[config.mk]
export PLATFORM = sky130hd
export DESIGN_NAME = pipefetch_flat
export DESIGN_NICKNAME = d
export VERILOG_FILES = /design/src/rtl/pipefetch_if.sv /design/src/rtl/pipefetch.sv /design/src/flat_wrapper.sv
export SDC_FILE = /design/constraint.sdc
export NUM_CORES = 1
export LEC_CHECK = 0
export ABC_AREA = 1
export CAP_MARGIN = 20
export CORE_ASPECT_RATIO = 0.8
export CORE_MARGIN = 10
export CORE_UTILIZATION = 45
export DETAILED_ROUTE_END_ITERATION = 8
export GPL_TIMING_DRIVEN = 0
export PLACE_DENSITY_LB_ADDON = 0.15
export SYNTH_ARGS = -nofsm -noshare
export SYNTH_HDL_FRONTEND = slang
export SYNTH_SLANG_ARGS = --single-unit
[constraint.sdc]
create_clock -name clk -period 1.76 [get_ports clk]
set_input_delay 0.352 -clock clk [delete_from_list [all_inputs] [get_ports clk]]
set_output_delay 0.352 -clock clk [all_outputs]
set_load 0.05 [all_outputs]
[src/rtl/pipefetch_if.sv]
// Instruction-memory req/ack bus between the fetch stage and instruction memory.
// A transfer completes in any cycle where req && ack; rdata is valid only with ack.
interface pipefetch_if;
  logic        req;
  logic [31:0] addr;
  logic        ack;
  logic [31:0] rdata;

  modport master (output req, output addr, input ack, input rdata);
  modport slave  (input req, input addr, output ack, output rdata);
endinterface

[src/rtl/pipefetch.sv]
// IF stage controller: drives PC write enable, imem req/ack and the IF/ID register (optional PIPEFETCH_PERF_EN counters).
// Latency: instruction acked at edge N is visible on inst after edge N; each ack-wait cycle inserts one bubble.
// Backpressure: id_stall holds IF/ID, parking an acked word in a one-entry hold buffer; flush overrides everything.
module pipefetch #(
  parameter logic [31:0] NOP = 32'h0000_0000
) (
  input  logic        clk,
  input  logic        clrn,
  input  logic [31:0] pc,
  output logic        pc_we,
  pipefetch_if.master imem,
  input  logic        id_stall,
  input  logic        flush,
  output logic [31:0] inst,
  output logic [31:0] dpc4,
  output logic        inst_valid
`ifdef PIPEFETCH_PERF_EN
  ,
  output logic [31:0] perf_fetches,
  output logic [31:0] perf_stalls,
  output logic [31:0] perf_flushes
`endif
);

  typedef enum logic [1:0] {IDLE, FETCH, HOLD, DROP} state_t;

  state_t      state, state_nxt;
  logic [31:0] hold_inst, hold_pc4, drop_addr;
  logic [31:0] pc4;
  logic        ack;
  logic        ld_mem, ld_buf, ld_nop, buf_we, drop_we;

  assign pc4 = pc + 32'd4;
  assign ack = imem.ack;

  always_ff @(posedge clk or negedge clrn) begin
    if (!clrn) state <= IDLE;
    else       state <= state_nxt;
  end

  always_comb begin
    state_nxt = state;
    pc_we     = 1'b0;
    imem.req  = 1'b0;
    imem.addr = pc;
    ld_mem    = 1'b0;
    ld_buf    = 1'b0;
    ld_nop    = 1'b0;
    buf_we    = 1'b0;
    drop_we   = 1'b0;
    case (state)
      IDLE: state_nxt = FETCH;
      FETCH: begin
        imem.req = 1'b1;
        if (flush) begin
          pc_we  = 1'b1;
          ld_nop = 1'b1;
          if (!ack) begin
            drop_we   = 1'b1;
            state_nxt = DROP;
          end
        end else if (id_stall) begin
          if (ack) begin
            buf_we    = 1'b1;
            pc_we     = 1'b1;
            state_nxt = HOLD;
          end
        end else if (ack) begin
          ld_mem = 1'b1;
          pc_we  = 1'b1;
        end else begin
          ld_nop = 1'b1;
        end
      end
      HOLD: begin
        if (flush) begin
          pc_we     = 1'b1;
          ld_nop    = 1'b1;
          state_nxt = FETCH;
        end else if (!id_stall) begin
          ld_buf    = 1'b1;
          state_nxt = FETCH;
        end
      end
      DROP: begin
        // Keep the abandoned request alive at its original address until memory acks it.
        imem.req  = 1'b1;
        imem.addr = drop_addr;
        pc_we     = flush;
        if (ack) state_nxt = FETCH;
      end
      default: state_nxt = IDLE;
    endcase
  end

  always_ff @(posedge clk or negedge clrn) begin
    if (!clrn) begin
      inst       <= NOP;
      dpc4       <= 32'd0;
      inst_valid <= 1'b0;
    end else if (ld_nop) begin
      inst       <= NOP;
      inst_valid <= 1'b0;
    end else if (ld_mem) begin
      inst       <= imem.rdata;
      dpc4       <= pc4;
      inst_valid <= 1'b1;
    end else if (ld_buf) begin
      inst       <= hold_inst;
      dpc4       <= hold_pc4;
      inst_valid <= 1'b1;
    end
  end

  always_ff @(posedge clk or negedge clrn) begin
    if (!clrn) begin
      hold_inst <= 32'd0;
      hold_pc4  <= 32'd0;
      drop_addr <= 32'd0;
    end else begin
      if (buf_we) begin
        hold_inst <= imem.rdata;
        hold_pc4  <= pc4;
      end
      if (drop_we) drop_addr <= pc;
    end
  end

`ifdef PIPEFETCH_PERF_EN
  always_ff @(posedge clk or negedge clrn) begin
    if (!clrn) begin
      perf_fetches <= 32'd0;
      perf_stalls  <= 32'd0;
      perf_flushes <= 32'd0;
    end else begin
      if (state == FETCH && ack && !flush) perf_fetches <= perf_fetches + 32'd1;
      if (id_stall) perf_stalls  <= perf_stalls + 32'd1;
      if (flush)    perf_flushes <= perf_flushes + 32'd1;
    end
  end
`endif

endmodule

[src/flat_wrapper.sv]
// flat-port wrapper written by rule: the top's interface ports become plain ports
module pipefetch_flat 
#(
  parameter logic [31:0] NOP = 32'h0000_0000
)
  (clk, clrn, pc, pc_we, id_stall, flush, inst, dpc4, inst_valid, imem_req, imem_addr, imem_ack, imem_rdata);
  pipefetch_if imem_i ();
  input  logic clk;
  input  logic clrn;
  input  logic [31:0] pc;
  output logic pc_we;
  input  logic id_stall;
  input  logic flush;
  output logic [31:0] inst;
  output logic [31:0] dpc4;
  output logic inst_valid;
  output wire logic [$bits(imem_i.req)-1:0] imem_req;
  output wire logic [$bits(imem_i.addr)-1:0] imem_addr;
  input wire logic [$bits(imem_i.ack)-1:0] imem_ack;
  input wire logic [$bits(imem_i.rdata)-1:0] imem_rdata;
  assign imem_req = imem_i.req;
  assign imem_addr = imem_i.addr;
  assign imem_i.ack = imem_ack;
  assign imem_i.rdata = imem_rdata;
  pipefetch #(.NOP(NOP)) u_core (.clk(clk), .clrn(clrn), .pc(pc), .pc_we(pc_we), .imem(imem_i), .id_stall(id_stall), .flush(flush), .inst(inst), .dpc4(dpc4), .inst_valid(inst_valid));
endmodule
After elaboration in Yosys (flattened, before gate mapping)
Index checks and enable logic that the tools add are counted.

Register bits: 163. Bits of input ports: 69. Output and inout bits: 99. Logic and storage cells: 60.

Add/subtract/negate cells: 1. Eq/ne operators: 8. Muxes and demuxes: 37. Bitwise gates (word level): 1. Reduce and logical (&&, ||, !) cells: 6.

Operators with widths (number): 32-bit 2-to-1 mux (6); 32-bit by 3-bit adder with 32-bit output (second input constant) (1); 1-bit 2-to-1 mux (21); 2-bit 2-to-1 mux (7); 3-bit != test (second input constant) (4); 2-bit case mux with 4 select lines (1); 5-bit AND reduction (1); 2-bit equality test (second input constant) (2); 1-bit case mux with 3 select lines (1); 3-bit nonzero test (1); 2-bit by 1-bit equality test with 1-bit output (second input constant) (1); 2-bit zero test (1); 2-bit != test (second input constant) (1); 1-bit case mux with 2 select lines (1); 2-bit AND reduction (1); 2-bit nonzero test (1); 2-bit OR reduction (1); 1-bit NOT (1).

Logic depth before layout (Yosys ltp)
Gate-level depths: netlist (run 1).

Depth in word-level cells: 6. Gate-level depth with buffers: 12. Depth with buffers taken out: 10.

Least setup slack after synthesis (run 1)
No wires, ideal clock.

Kind: register to output. From: register u_core.state[0]. To: output port imem_addr[23]. Arrival time: 2069 ps. Data required time: 1408 ps. Path slack: -661 ps. Stages on the path, launching flop included: 5. Buffers on the path: 2. Cell sequence: dfrtp_1 ha_1 clkbuf_1 clkbuf_1 o21ai_0.

Longest elaborated chain between the ends: 2.

Ends and longest elaborated chain: start, declared (RTL line pipefetch.sv:27) `state_t state, state_nxt;`; start signal, assigned (RTL line pipefetch.sv:38) `else state <= state_nxt;`; 2-bit equality test (RTL line pipefetch.sv:51) `case (state)`; 32-bit 2-to-1 mux (RTL line pipefetch.sv:51); end, declared (RTL line flat_wrapper.sv:18) `output wire logic [$bits(imem_i.addr)-1:0] imem_addr;`.

Every way passes these cells.

Worst setup path in the final report (run 1)
From: register u_core.state[0]. To: output port imem_addr[25].

The elaborated chain is that of the path after synthesis.

==> results list, run 1 <==
* Status: complete, but fails checks
- The final reports fail on setup timing.
- Number of clock sinks: 163
* Clock latency of the later-clocked register in the worst-skew pair: 0.44 ns
- Counting instances, the worst hold path has a depth of 3.
* Vias/cell: 5.40
* Warnings, synthesis: 0
- Vias post-DR: 8215
* Number of levels in the clock H-tree: 4
* CTS tree: done
- Capture point of the worst reg-to-reg path: u_core.dpc4[24]
- Worst hold-check slack: 0.329 ns
- Counting the fill cells in the layout gives 1267.
* Storage element area: 0.00408 mm²
- Wirelength per Cell: 19.6 µm
* Count of pins over their slew limit: 0
- Count of distinct cell types in the synthesized netlist: 23
- Max-cap violations in this run came to 0.
- Layout cells sized above 1: 0.287
- In the synthesized netlist, the number of instances is 1042.
* Routed met1 length: 12.6 mm
* Highest routed layer: met4
- In this run the most critical hold path is launched from pc[3].
- For this run, asynchronously set or reset flops after synthesis account for 1.00.
* Multi-input gate area: 0.00439 mm²
* Area post-placement: 0.0102 mm²
* Length of routed met3 wiring: 2.50 mm
- In this run the worst path has a maximum fanout of 5.
- The clock passes through at most 2 buffers.
- Worst-case hold path end point: u_core.drop_addr[3]
- For this configuration, the core starts out at a cell density of 0.460.
- For the worst setup path, the data required time is 1.41 ns.
- In this run the count of I/O pins placed on the die edge is 168.
* Areal power density over the cells: 1740 mW/mm²
* Period minus WS final: 2.11 ns
- Setup violations remaining at the end of the flow were counted as 99.
- For this block, the routed nets add up to 29.9 mm of wire.
- Register bit count reported by yosys: 163
- The count of buffers added on input and output ports is 166.
* Mapped cell area: 0.00800 mm²
- Maximum number of pins on one net before global-route repair: 99
- Top_reg_cell synth: dfrtp_1
* All-layer global routing usage: 0.232
- Headroom to the max-slew limit came out at 0.610.
- Maximum vdd ir drop: 0.973 mV
- Worst setup EP type: primary output
- The floorplan step defined a core boundary enclosing 0.0174 mm².
- DR WL met2: 14.3 mm
* Hold/Removal Path Class: in2reg
- In this run the horizontal extent of the chip is 169 µm.
- Type of origin of the critical path: flop
- Standard-cell row count: 43
- For this design the static power due to leakage is 6.29 nW.
* Gpl congestion: 0.889
- The critical path in this run is classified as reg2out.
- 0 antenna diodes ended up in the layout.
- Final clock skew: 0.0120 ns
- The die covers 0.0235 mm².
- Data arrives at the worst endpoint at 1.75 ns.
- Most area-hungry cell type in the Yosys netlist: dfrtp_1
- The share of the Yosys chip area taken by registers is 0.510.
* First-pass iteration count of the detailed router: 5
- Sorting the synthesized cells by area gives the leading types as dfrtp_1 51%, nand2_1 19%, o21ai_0 7.6%, nor2_1 4.6%, nand3_1 4.4%.
* Clock transition at the registers of the reported paths: 0.07 ns
* Worst-case register-to-register setup slack: -0.25 ns
- Worst-margin pin slew: 0.588 ns
- In the finished design, the share of the clock period the worst path needs comes to 1.20.
- Layout Nets: 1357
- The area growth from synthesis to layout is 60.1%.
- The number of failing hold endpoints at the final stage was 0.
* Vias in the first global route: 8019
- In this run, CTS created clock tree buffers numbering 17.
- The tree is rooted in a clkbuf_16.
- At the placement stage, the worst setup path has a slack of -1.16 ns.
- In this run the critical register-to-register path is launched from u_core.state[0].
- For this run, the share of the core covered by cells in the final layout is 0.737.
* Area share of the leading cell type in the synthesized netlist: 0.510
* Design area: 0.0128 mm²
- Final critical-path setup slack: -0.346 ns
- The number of cells on the worst reg-to-reg path is 12.
* Routed Antenna Nets: 0
- Number of remaining DRC errors: 0
- RSZ-0062 raised after global routing: true
* Remaining global-route overflow: 0
- Die Y: 139 µm
- Syn avg cell area: 7.68 µm²
- Wire length of the first global-routing pass: 43.9 mm
* Starting DRT DRC Count: 824
- In this run, synthesis inferred 0 flip-flops with an integrated enable.
- Synthesis produced a netlist with a net count of 1116.
- Peak Freq: 0.475 GHz
* Final HPWL DP: 19.0 mm
- The initial antenna violation count came to 0.
==> placed cells by master, fill, tap and decap left out, drive strengths merged <==
master         instances
nand2                405
dfrtp                163
o21ai                128
buf                  117
nor2                  99
nand3                 70
clkdlybuf4s50         64
inv                   61
dlygate4sd2           57
clkbuf                49
mux2i                 29
a31oi                 12
o211ai                 9
clkdlybuf4s15          7
xor2                   5
bufinv                 5
ha                     5
a21oi                  4
clkinv                 3
and2                   1
a21o                   1
dlygate4sd3            1
dlymetal6s2s           1
==> layout make-up <==
cell class | count | area share
well taps | 225 | 0.0220
multi-input cells | 768 | 0.342
clock buffers | 21 | 0.0359
repair buffers | 227 | 0.203
flip-flops and latches | 163 | 0.318
clock inverters | 11 | 0.0152
inverters | 58 | 0.0186
plain buffers | 48 | 0.0446
==> critical path: stages (launching register included) <==
cell       delay (ns)
dfrtp_2          0.44
ha_4             0.21
clkbuf_16        0.18
clkbuf_16        0.17
o21ai_4          0.15
buf_8            0.16
==> power by group <==
part	switching [W]	total (W)	internal (W)
logic	0.00722	0.0116	0.00439
clock network	0.00164	0.00425	0.00261
registers	0.00109	0.00645	0.00535
==> worst max path at each step <==
stage	from	cells past startpoint	endpoint
after floorplan	u_core.state[0]	3	imem_addr[10]
after detailed placement	u_core.state[0]	6	imem_addr[25]
after CTS	u_core.state[0]	5	imem_addr[25]
after global routing	u_core.state[0]	5	imem_addr[25]
after global placement	clrn	1	u_core.hold_inst[5]
final	u_core.state[0]	5	imem_addr[25]
==> cells in the mapped netlist, types with 5 or more instances <==
master,n
dfrtp_1,163
nand3_1,70
nor2_1,98
clkbuf_1,33
nand2_1,404
xor2_1,5
mux2i_1,29
o21ai_0,122
inv_1,54
o211ai_1,9
ha_1,5
a31oi_1,12
buf_2,15
o21ai_1,5
==> registers in the layout (all words and copies together) (netlist names) <==
name / flops
u_core.inst_valid: 1
u_core.drop_addr: 32
u_core.hold_inst: 32
u_core.state: 2
u_core.hold_pc4: 32
u_core.dpc4: 32
u_core.inst: 32
==> cell families after synthesis <==
logic type,synth area share
AND/OR/NAND/NOR,0.282
multiplexers,0.0363
flip-flops,0.510
XOR/XNOR,0.00547
adder cells (fa/ha/maj),0.00782
buffers and inverters,0.0572
AO/OA/AOI/OAI,0.102
==> layer usage <==
metal / vias up / global-route usage
met3: 43 / 0.0571
met2: 346 / 0.364
met1: 3985 / 0.317
li1: 3841 / -
met4: 0 / 0.0517
met5: - / 0
==> per-stage QoR <==
stage	total power, W	std cells	setup TNS [ns]
CTS	0.0209	1506	-16.75
detailed placement	0.0155	1434	-102.00
finish	0.0223	1521	-21.50
global placement	0.0153	1433	-1170.84
global route	0.0234	1521	-27.30
floorplan	0.0123	1042	-0.141
==> repair_timing <==
| action | 4_1_cts | 5_1_grt |
|---|---|---|
| endpoints found under the hold margin | 65 | 0 |
| buffers inserted | 28 | 17 |
| hold buffers | 1 | 0 |
| endpoints found under the setup margin | 261 | 186 |
| gates resized for setup | 529 | 227 |
| gates cloned | 12 | 6 |
| pin swaps | 36 | 52 |
Power figures use the tool's default switching activity.
==> run 2, diff against run 1 <==
- CAP_MARGIN: 20 -> unset
==> results of run 2 <==
Same layout as run 1: the final DEF is identical, and so are final timing and power.
==> run 3, diff against run 2 <==
- CORE_MARGIN: 10 -> 5
- clock period: 1.76 -> 2.7 ns (I/O delays scaled with it)
==> results list, run 3 (synthesized netlist as in run 1, its figures left out) <==
- Counting the buffers created by CTS gives 17.
- For the worst-skew pair, the clock arrives at the later sink with an insertion delay of 0.43 ns.
- The floorplan step set the die height to 129 µm.
- Total Power: 0.0122 W
- Setup violators final: 0
- The region available for standard cell placement spans 0.0174 mm².
- Areal power density over the cells: 1160 mW/mm²
- The max-slew violation total from the final report was 0.
- Clock-pin slew was measured on the worst setup and hold paths at 0.07 ns.
- Global Route met2 Usage: 0.358
* Number of levels in the clock H-tree: 4
- Setup slack on the critical path of the routed design comes to 0.0763 ns.
* CTS max path bufs: 2
- Effective utilization at floorplan: 0.460
- For the pin with the worst max-slew slack, the measured transition is 0.656 ns.
- Max-cap violations in this run came to 0.
- Peak Freq: 0.381 GHz
- The first global-routing pass estimated 38.7 mm of wire.
* Die area: 0.0206 mm²
- All-layer global routing usage: 0.234
- Remaining global-route overflow: 0
- Slew HR: 0.563
- Number of remaining DRC errors: 0
- The tree is rooted in a clkbuf_16.
* ANT cells: 0
- Crit Path Max Fanout: 10
- Design area: 0.0105 mm²
* Critical setup path kind: reg2out
- Summed over all cells, the static leakage comes to 5.19 nW.
- Prior to clock tree synthesis, the placed netlist has a worst setup slack of -0.378 ns.
- The count of nets left with antenna violations once routing finished came out at 0.
- For met3 alone, demand over resource in global routing was 0.0471.
- Layout cells sized above 1: 0.0790
- Area post-placement: 0.00998 mm²
* Horizontal die dimension: 159 µm
- Worst setup EP type: primary output
- Final HPWL DP: 17.7 mm
- Area growth from synthesis to final layout: 30.9%
* Total wire length after detailed routing: 23.8 mm
- Buffers added on ports: 166
* Required arrival time at the worst endpoint: 2.16 ns
- Most common library cell in the layout ignoring fill and taps: nand2_1
- Status: finished clean
* RSZ-0062 raised after global routing: true
* Maximum vdd ir drop: 0.562 mV
- Fill cell instance count of the final layout: 1609
* Number of top-level pins: 168
- Row generation in the floorplan step produced 43 rows.
* Period minus WS final: 2.62 ns
- Starting DRT DRC Count: 612
- Hold/Removal Path Class: in2async
- The initial antenna violation count is 0.
- Final clock skew: 0.00895 ns
* Number of buffers inserted for hold repair after clock tree synthesis: 0
- CTS tree: done
* Layout Nets: 1302
- The top cell types in the final layout, fill and taps aside, are 404 x nand2_1, 163 x dfrtp_1, 131 x clkdlybuf4s50_1, 120 x o21ai_0, 98 x nor2_1.
- Data on the critical path arrives at its endpoint at 2.08 ns.
- First-pass iteration count of the detailed router: 6
* Crit share post-route: 0.972
- Number of clock sinks: 163
* Global-route met1 utilization: 0.350
* Vias in the first global route: 7304
* Hold violation count in the final report: 0
* Gpl congestion: 0.894
- The detailed router placed 7570 vias in this run.
- Type of origin of the critical path: flop
- In the final routed layout, each cell accounts on average for 16.3 µm.
- In the routed layout, each cell is associated on average with a via count of 5.16.
* Most utilized layer in the global route result: met2
- Entering global routing, the biggest net connects 116 pins.
run 3: critical path, cell delays in order, from the launching register on:
cell and delay (ns):
dfrtp_1 0.40, ha_1 0.27, clkbuf_4 0.22, clkbuf_2 0.22, o21ai_0 0.27, clkbuf_4 0.28
run 3: final timing paths:
kind	slack, ns	to	cells after the start	startpoint
min in group clk	0.47	u_core.hold_inst[2]	2	u_core.hold_inst[2]
worst max register to register	0.46	u_core.dpc4[16]	11	u_core.state[1]
worst min register to register	0.47	u_core.hold_inst[2]	2	u_core.hold_inst[2]
max in group asynchronous	1.78	u_core.hold_pc4[30]	2	clrn
worst max-delay path	0.08	imem_addr[28]	5	u_core.state[0]
worst min-delay path	0.003	u_core.drop_addr[1]	1	clrn
run 3: cell type report:
cell class,instances,area [µm²],area share
Sequential cell,163,4080,0.389
Multi-Input combinational cell,768,3460,0.331
Timing Repair Buffer,167,1550,0.148
Clock buffer,18,429,0.0410
Tap cell,225,282,0.0269
Buffer,53,251,0.0240
Inverter,58,218,0.0208
Clock inverter,14,199,0.0190
run 3: through the flow:
step / hold WS (ns) / TNS (ns) / instances / utilization
3_3_place_gp: 0.453 / -942.83 / 1433 / 0.572
2_1_floorplan: 0.244 / 0 / 1042 / -
5_1_grt: 0.0230 / -0.0173 / 1466 / 0.603
6_report: 0.00290 / 0 / 1466 / 0.603
3_5_place_dp: 0.458 / -10.42 / 1434 / 0.574
4_1_cts: 0.0116 / 0 / 1466 / 0.603
run 3: timing repair:
action                     in CTS  in global routing
resized for setup             196                 18
setup endpoints to repair      34                 31
buffers inserted                0                  0
pin swaps                       0                  0
gates cloned                    0                  0
hold endpoints to repair        0                  0
run 3: layer usage:
metal / share of wire / wire (µm) / vias to the layer above
li1: - / - / 3710
met1: 0.48 / 11500 / 3577
met2: 0.44 / 10500 / 266
met3: 0.069 / 1640 / 17
met4: 0.0085 / 202 / 0
met5: 0 / 0 / -
run 3: report_power, final:
part	internal [W]	leakage (nW)	switching, W	total (W)
combinational	0.00171	2.83	0.00380	0.00551
sequential	0.00349	2.06	0.000575	0.00406
clock	0.00156	0.299	0.00106	0.00262
